`src/rtl/mod_exp.sv`:
```
// mod_exp: left-to-right square-and-multiply modular exponentiation controller.
// Each product comes from one shared combinational multiplier. The product is
// handed to an external shift-subtract divider, and the divider's remainder is
// taken back as the reduced value.
//
// Handshakes:
//   start/busy/finish - start is sampled only while idle. busy rises on the
//     accepting edge and falls on the edge that raises finish. finish is a
//     one-cycle pulse, and result/err are valid in that cycle.
//   div_start/div_finish - div_start is a registered one-cycle pulse.
//     div_dividend and div_divisor stay stable from that pulse until the
//     divider's div_finish pulse. div_remainder is consumed only in the cycle
//     div_finish is high and only in a WAIT state; a div_finish seen anywhere
//     else is ignored.
module mod_exp #(
    parameter int WIDTH      = 8,
    parameter int EXP_W      = 4,
    parameter int CONST_TIME = 0
) (
    input  logic                 clk,
    input  logic                 rst,
    input  logic                 start,
    input  logic [WIDTH/2-1:0]   base,
    input  logic [EXP_W-1:0]     exponent,
    input  logic [WIDTH/2-1:0]   modulus,
    output logic [WIDTH/2-1:0]   result,
    output logic                 busy,
    output logic                 finish,
    output logic                 err,
    output logic                 div_start,
    output logic [WIDTH-1:0]     div_dividend,
    output logic [WIDTH-1:0]     div_divisor,
    input  logic [WIDTH-1:0]     div_remainder,
    input  logic                 div_finish,
    output logic [2:0]           dbg_state
);

    localparam int HALF  = WIDTH / 2;
    localparam int BIT_W = (EXP_W > 1) ? $clog2(EXP_W) : 1;

    typedef enum logic [2:0] {
        S_IDLE     = 3'd0,
        S_WAIT_B   = 3'd1,
        S_WAIT_SQ  = 3'd2,
        S_WAIT_MUL = 3'd3,
        S_DONE     = 3'd4
    } state_t;

    state_t             r_state;
    state_t             w_next_state;

    logic [EXP_W-1:0]   r_exp;
    logic [HALF-1:0]    r_b_red;
    logic [HALF-1:0]    r_r;
    logic [BIT_W-1:0]   r_bit_idx;
    logic [HALF-1:0]    r_result;
    logic               r_busy;
    logic               r_finish;
    logic               r_err;
    logic               r_div_start;
    logic [WIDTH-1:0]   r_div_dividend;
    logic [WIDTH-1:0]   r_div_divisor;

    logic [HALF-1:0]    w_r_next;
    logic [HALF-1:0]    w_b_red_next;
    logic [BIT_W-1:0]   w_bit_next;
    logic               w_load;
    logic               w_issue;
    logic               w_advance;
    logic [HALF-1:0]    w_mul_a;
    logic [HALF-1:0]    w_mul_b;
    logic [WIDTH-1:0]   w_product;
    logic [WIDTH-1:0]   w_dividend_next;
    logic [HALF-1:0]    w_rem_h;
    logic               w_exp_bit;
    logic               w_unused_rem;

    // Every reduced value is below the modulus, so only the low half of the
    // remainder carries information.
    assign w_rem_h      = div_remainder[HALF-1:0];
    assign w_unused_rem = ^div_remainder[WIDTH-1:HALF];
    assign w_exp_bit    = r_exp[r_bit_idx];

    assign result       = r_result;
    assign busy         = r_busy;
    assign finish       = r_finish;
    assign err          = r_err;
    assign div_start    = r_div_start;
    assign div_dividend = r_div_dividend;
    assign div_divisor  = r_div_divisor;
    assign dbg_state    = r_state;

    // State register.
    always_ff @(posedge clk or posedge rst) begin
        if (rst) begin
            r_state <= S_IDLE;
        end else begin
            r_state <= w_next_state;
        end
    end

    // Next state, next working values, and multiplier operand selection.
    always_comb begin
        w_next_state = r_state;
        w_r_next     = r_r;
        w_b_red_next = r_b_red;
        w_bit_next   = r_bit_idx;
        w_load       = 1'b0;
        w_issue      = 1'b0;
        w_advance    = 1'b0;
        w_mul_a      = '0;
        w_mul_b      = '0;

        case (r_state)
            S_IDLE: begin
                if (start) begin
                    w_load     = 1'b1;
                    w_r_next   = HALF'(1);
                    w_bit_next = BIT_W'(EXP_W - 1);
                    if (modulus == '0) begin
                        w_next_state = S_DONE;
                    end else begin
                        // Pre-reduce the base so later multiplies see base mod m.
                        w_issue      = 1'b1;
                        w_next_state = S_WAIT_B;
                    end
                end
            end
            S_WAIT_B: begin
                if (div_finish) begin
                    w_b_red_next = w_rem_h;
                    w_issue      = 1'b1;
                    w_mul_a      = r_r;
                    w_mul_b      = r_r;
                    w_next_state = S_WAIT_SQ;
                end
            end
            S_WAIT_SQ: begin
                if (div_finish) begin
                    w_r_next = w_rem_h;
                    if (w_exp_bit || (CONST_TIME != 0)) begin
                        w_issue      = 1'b1;
                        w_mul_a      = w_rem_h;
                        w_mul_b      = r_b_red;
                        w_next_state = S_WAIT_MUL;
                    end else begin
                        w_advance = 1'b1;
                    end
                end
            end
            S_WAIT_MUL: begin
                if (div_finish) begin
                    // On a 0 bit this was a dummy multiply; its result is dropped.
                    if (w_exp_bit) begin
                        w_r_next = w_rem_h;
                    end
                    w_advance = 1'b1;
                end
            end
            S_DONE: begin
                w_next_state = S_IDLE;
            end
            default: begin
                w_next_state = S_IDLE;
            end
        endcase

        if (w_advance) begin
            if (r_bit_idx == '0) begin
                w_next_state = S_DONE;
            end else begin
                w_bit_next   = r_bit_idx - BIT_W'(1);
                w_issue      = 1'b1;
                w_mul_a      = w_r_next;
                w_mul_b      = w_r_next;
                w_next_state = S_WAIT_SQ;
            end
        end

        w_product       = WIDTH'(w_mul_a) * WIDTH'(w_mul_b);
        w_dividend_next = w_load ? WIDTH'(base) : w_product;
    end

    // Working registers, divider request, and user-visible outputs.
    always_ff @(posedge clk or posedge rst) begin
        if (rst) begin
            r_exp          <= '0;
            r_b_red        <= '0;
            r_r            <= '0;
            r_bit_idx      <= '0;
            r_result       <= '0;
            r_busy         <= 1'b0;
            r_finish       <= 1'b0;
            r_err          <= 1'b0;
            r_div_start    <= 1'b0;
            r_div_dividend <= '0;
            r_div_divisor  <= '0;
        end else begin
            r_r         <= w_r_next;
            r_b_red     <= w_b_red_next;
            r_bit_idx   <= w_bit_next;
            r_div_start <= w_issue;
            r_finish    <= (r_state == S_DONE);
            if (w_issue) begin
                r_div_dividend <= w_dividend_next;
            end
            if (w_load) begin
                r_exp         <= exponent;
                r_div_divisor <= WIDTH'(modulus);
                r_err         <= (modulus == '0);
                r_busy        <= 1'b1;
            end
            if (r_state == S_DONE) begin
                r_result <= r_err ? '0 : r_r;
                r_busy   <= 1'b0;
            end
        end
    end

endmodule
```
`config.mk`:
```
export PLATFORM = sky130hd
export DESIGN_NAME = mod_exp
export DESIGN_NICKNAME = d
export VERILOG_FILES = /design/src/rtl/mod_exp.sv
export SDC_FILE = /design/constraint.sdc
export NUM_CORES = 1
export LEC_CHECK = 0
export ABC_AREA = 0
export BUFFER_PORTS_ARGS = -buffer_cell sky130_fd_sc_hd__buf_2
export CORE_ASPECT_RATIO = 2
export CORE_MARGIN = 2
export CORE_UTILIZATION = 31
export CTS_CLUSTER_DIAMETER = 120
export DETAILED_ROUTE_END_ITERATION = 7
export PLACE_DENSITY = 0.53
export SLEW_MARGIN = 20
export SYNTH_ARGS = -nofsm -noshare
export SYNTH_HDL_FRONTEND = slang
export SYNTH_SLANG_ARGS = --single-unit
```
`constraint.sdc`:
```
create_clock -name clk -period 8.1 [get_ports clk]
set_input_delay 1.215 -clock clk [delete_from_list [all_inputs] [get_ports clk]]
set_output_delay 1.215 -clock clk [all_outputs]
set_load 0.01 [all_outputs]
```
==> summary.md <==
| Metric | Value |
|---|---|
| Die height | `126 microns` |
| Total number of vias | `1944` |
| Max-cap viol count | `0` |
| WL final | `5850 microns` |
| Top cells by area, synth | `dfrtp_1 (40%), nand2_1 (8.5%), ha_1 (6.5%)` |
| Die area | `8160 sq um` |
| Tot GR Track Use | `15.9%` |
| Critical Path Sink Type | `flop` |
| Complex-gate fraction of the synthesized area | `17.6%` |
| Largest family of logic cells by synthesized area | `simple AND/OR/NAND/NOR gates` |
| Initial Util | `31.9%` |
| GRT overflow | `0` |
| Worst-Skew Late Latency | `0.29 ns` |
| Yosys warnings | `0` |
| Final Max Tran Viols | `0` |
| Min cycle time layout | `5.25 ns` |
| Kind of critical path | `input pin to flop` |
| Port Buffers | `42` |
| Post-CTS sizing | `0` |
| Clk slew on worst S/H paths | `0.06 ns` |
| Cell taking the most area after synthesis | `dfrtp_1` |
| Avg Inst Size Synth | `9.16 sq um` |
| Largest net degree at the start of global routing | `38` |
| CP Data Required Time | `8.24 ns` |
| Status | `finished clean` |
| Worst-path cell chain | `buf_2 > nand3b_1 > nor3b_2 > a211oi_1 > or2_1 > fa_1 > fa_1 > inv_1 > ha_1 > a211oi_1 > o21bai_1 > a21oi_1 > xor2_1 > o31ai_1` |
| Post-route cell area | `2710 sq um` |
| Final setup violating endpoints | `0` |
| Clock Skew | `0.00689 ns` |
| Reg2reg path depth | `14` |
| Worst-path fanout max | `12` |
| Setup TNS | `0 ns` |
| Most used DFF post-synth | `dfrtp_1` |
| Async SR Flop Fraction | `100%` |
| DP Area | `2560 sq um` |
| Crit-path max cell delay | `0.71 ns` |
| Slew headroom | `39.7%` |
| Xor-xnor portion of the synthesized cell area | `1.14%` |
| Post-DR wirelength/cell | `15.3 microns` |
| Core Area | `7210 sq um` |
| CTS tree | `built` |
| Most frequent cells after synthesis | `nand2_1 (52), dfrtp_1 (37), nor2_1 (18)` |
| Post-Syn Instances | `251` |
| Hold crit path type | `flop to flop` |
| Max frequency | `0.191 GHz` |
| Share of cells above drive strength 1 | `21.4%` |
| Die Width | `64.9 microns` |
| Initial antenna violation count | `0` |
| Hold slack | `0.466 ns` |
| Drt first pass iters | `4` |
| Vias in the first global route | `1937` |
| Post-synthesis mux area share | `4.74%` |
| First-pass GRT wire length | `9580 microns` |
| Vias per cell | `5.09` |
| Simple-Gate Fraction of Synth Area | `20.1%` |
| Post-DRT Antenna Nets | `0` |
| Total CTS buffers | `5` |
| Row count | `44` |
| PwrDens | `331 nW/um^2` |
| LEAKAGE | `1.36 nW` |
| Synth Register Bits | `37` |
| Clk buf depth | `2` |
| Post-Syn Area | `2300 sq um` |
| Sequential fraction of the synthesis area | `40.3%` |
| Least-Margin Pin Slew | `0.897 ns` |
| Final period util | `64.8%` |
| Hpwl dp | `4480 microns` |
| Postcts setup bufs | `0` |
| Post-CTS Hold Fix Bufs | `0` |
| Root Buffer | `clkbuf_16` |
| Drt initial violations | `58` |
| CP Data Arrival Time | `5.39 ns` |
| Layout area overhead | `17.7%` |
| CTS H-tree lvls | `2` |
| Worst VDD drop | `0.000120 V` |
| Hold Path Depth | `2` |
| Share of the synthesized area in the top cell type | `40.3%` |
| CTS Sinks | `37` |
| Synth Area in Adders | `10.0%` |
| Nets | `329` |
| Io pins | `51` |
| RSZ-0062 raised after global routing | `no` |
| Slowest CP cell | `nor3b_2` |
| Gpl congestion | `0.796` |
| Hold Vio Cnt, Final | `0` |
| Drt drc | `0` |
| Synth unique cells | `48` |
| Most frequent cell after synthesis | `nand2_1` |
| Number of flops mapped to enable cells by yosys | `0` |
| CP Launch Type | `input pin` |
| Antenna Cells | `0` |
==> registers in the layout, indices dropped and copies added, names as in the netlist <==
register,count
dbg_state,3
finish,1
r_exp,4
div_start,1
div_divisor,4
r_bit_idx,2
div_dividend,8
busy,1
r_b_red,4
result,4
r_r,4
err,1
==> critical path, delay by kind of cell <==
family	cells	cell delay [ns]
XOR/XNOR	1	0.27
AND/OR/NAND/NOR	3	1.26
adder cells (fa/ha/maj)	3	1.39
buffers and inverters	2	0.27
AO/OA/AOI/OAI	5	0.98
==> layout make-up <==
type                    count  area (sq um)
multi-input cells         188          1250
clock buffers               5           125
flip-flops and latches     37           926
repair buffers             43           218
inverters                  14          52.6
fillers                   776          4510
clock inverters             3          22.5
well taps                  92           115
==> per-stage QoR <==
stage	utilization, %	power, mW	setup slack, ns	instances
after global routing	37.5	0.970	2.63	382
after global placement	35.5	0.700	2.56	374
after detailed placement	35.5	0.706	2.54	374
after CTS	37.5	0.908	2.85	382
final	37.5	0.896	2.85	382
after floorplan	-	0.590	3.36	254
==> logic make-up after synthesis <==
group | after synthesis
compound gates | 59
xor+xnor | 3
fa+ha+maj | 16
buf+inv | 29
flops | 37
mux | 9
other cells | 1
simple gates | 97
==> cell usage in the layout, fill, tap and decap left out, types with 2 or more instances in the layout <==
cell	count
or2_1	2
o21ai_0	14
inv_1	14
nand2_1	52
nand3b_1	2
fa_1	4
ha_1	12
mux2i_1	3
o31ai_1	6
a211oi_1	7
a21oi_1	14
o21bai_1	2
mux2_2	4
dfrtp_1	37
nor2_1	18
and3_1	5
nand4_1	2
o211ai_1	2
clkbuf_16	5
clkinv_4	2
xor2_1	3
a22o_1	2
a21o_1	4
nor4_1	2
and2_1	3
buf_2	42
nor2b_1	2
conb_1	4
==> power by group <==
group          total [mW]  internal [mW]  switching (mW)
Clock               0.198          0.115          0.0834
Combinational       0.372          0.149           0.223
Sequential          0.326          0.258          0.0675
Total               0.896          0.522           0.374
==> metal layers <==
metal  part of all wire, %  routed length (microns)  vias to the layer above  track usage, %
met5                     0                        0                        -               0
met4                   3.5                      205                        0            8.01
met3                   3.2                      189                       15            3.30
met2                    56                     3280                       50            29.5
met1                    37                     2170                      940            16.0
li1                      -                        -                      939               -
==> worst paths after layout <==
path                                      from              end  slack, ns
worst max register to register    r_bit_idx[0]  div_dividend[7]       3.34
worst max-delay path                div_finish  div_dividend[7]       2.85
min in group asynchronous                  rst   div_divisor[3]       1.03
worst min-delay path            div_divisor[0]   div_divisor[0]       0.47
worst min register to register  div_divisor[0]   div_divisor[0]       0.47
max in group asynchronous                  rst       r_b_red[1]       6.71
(Power assumes the default switching activity.)
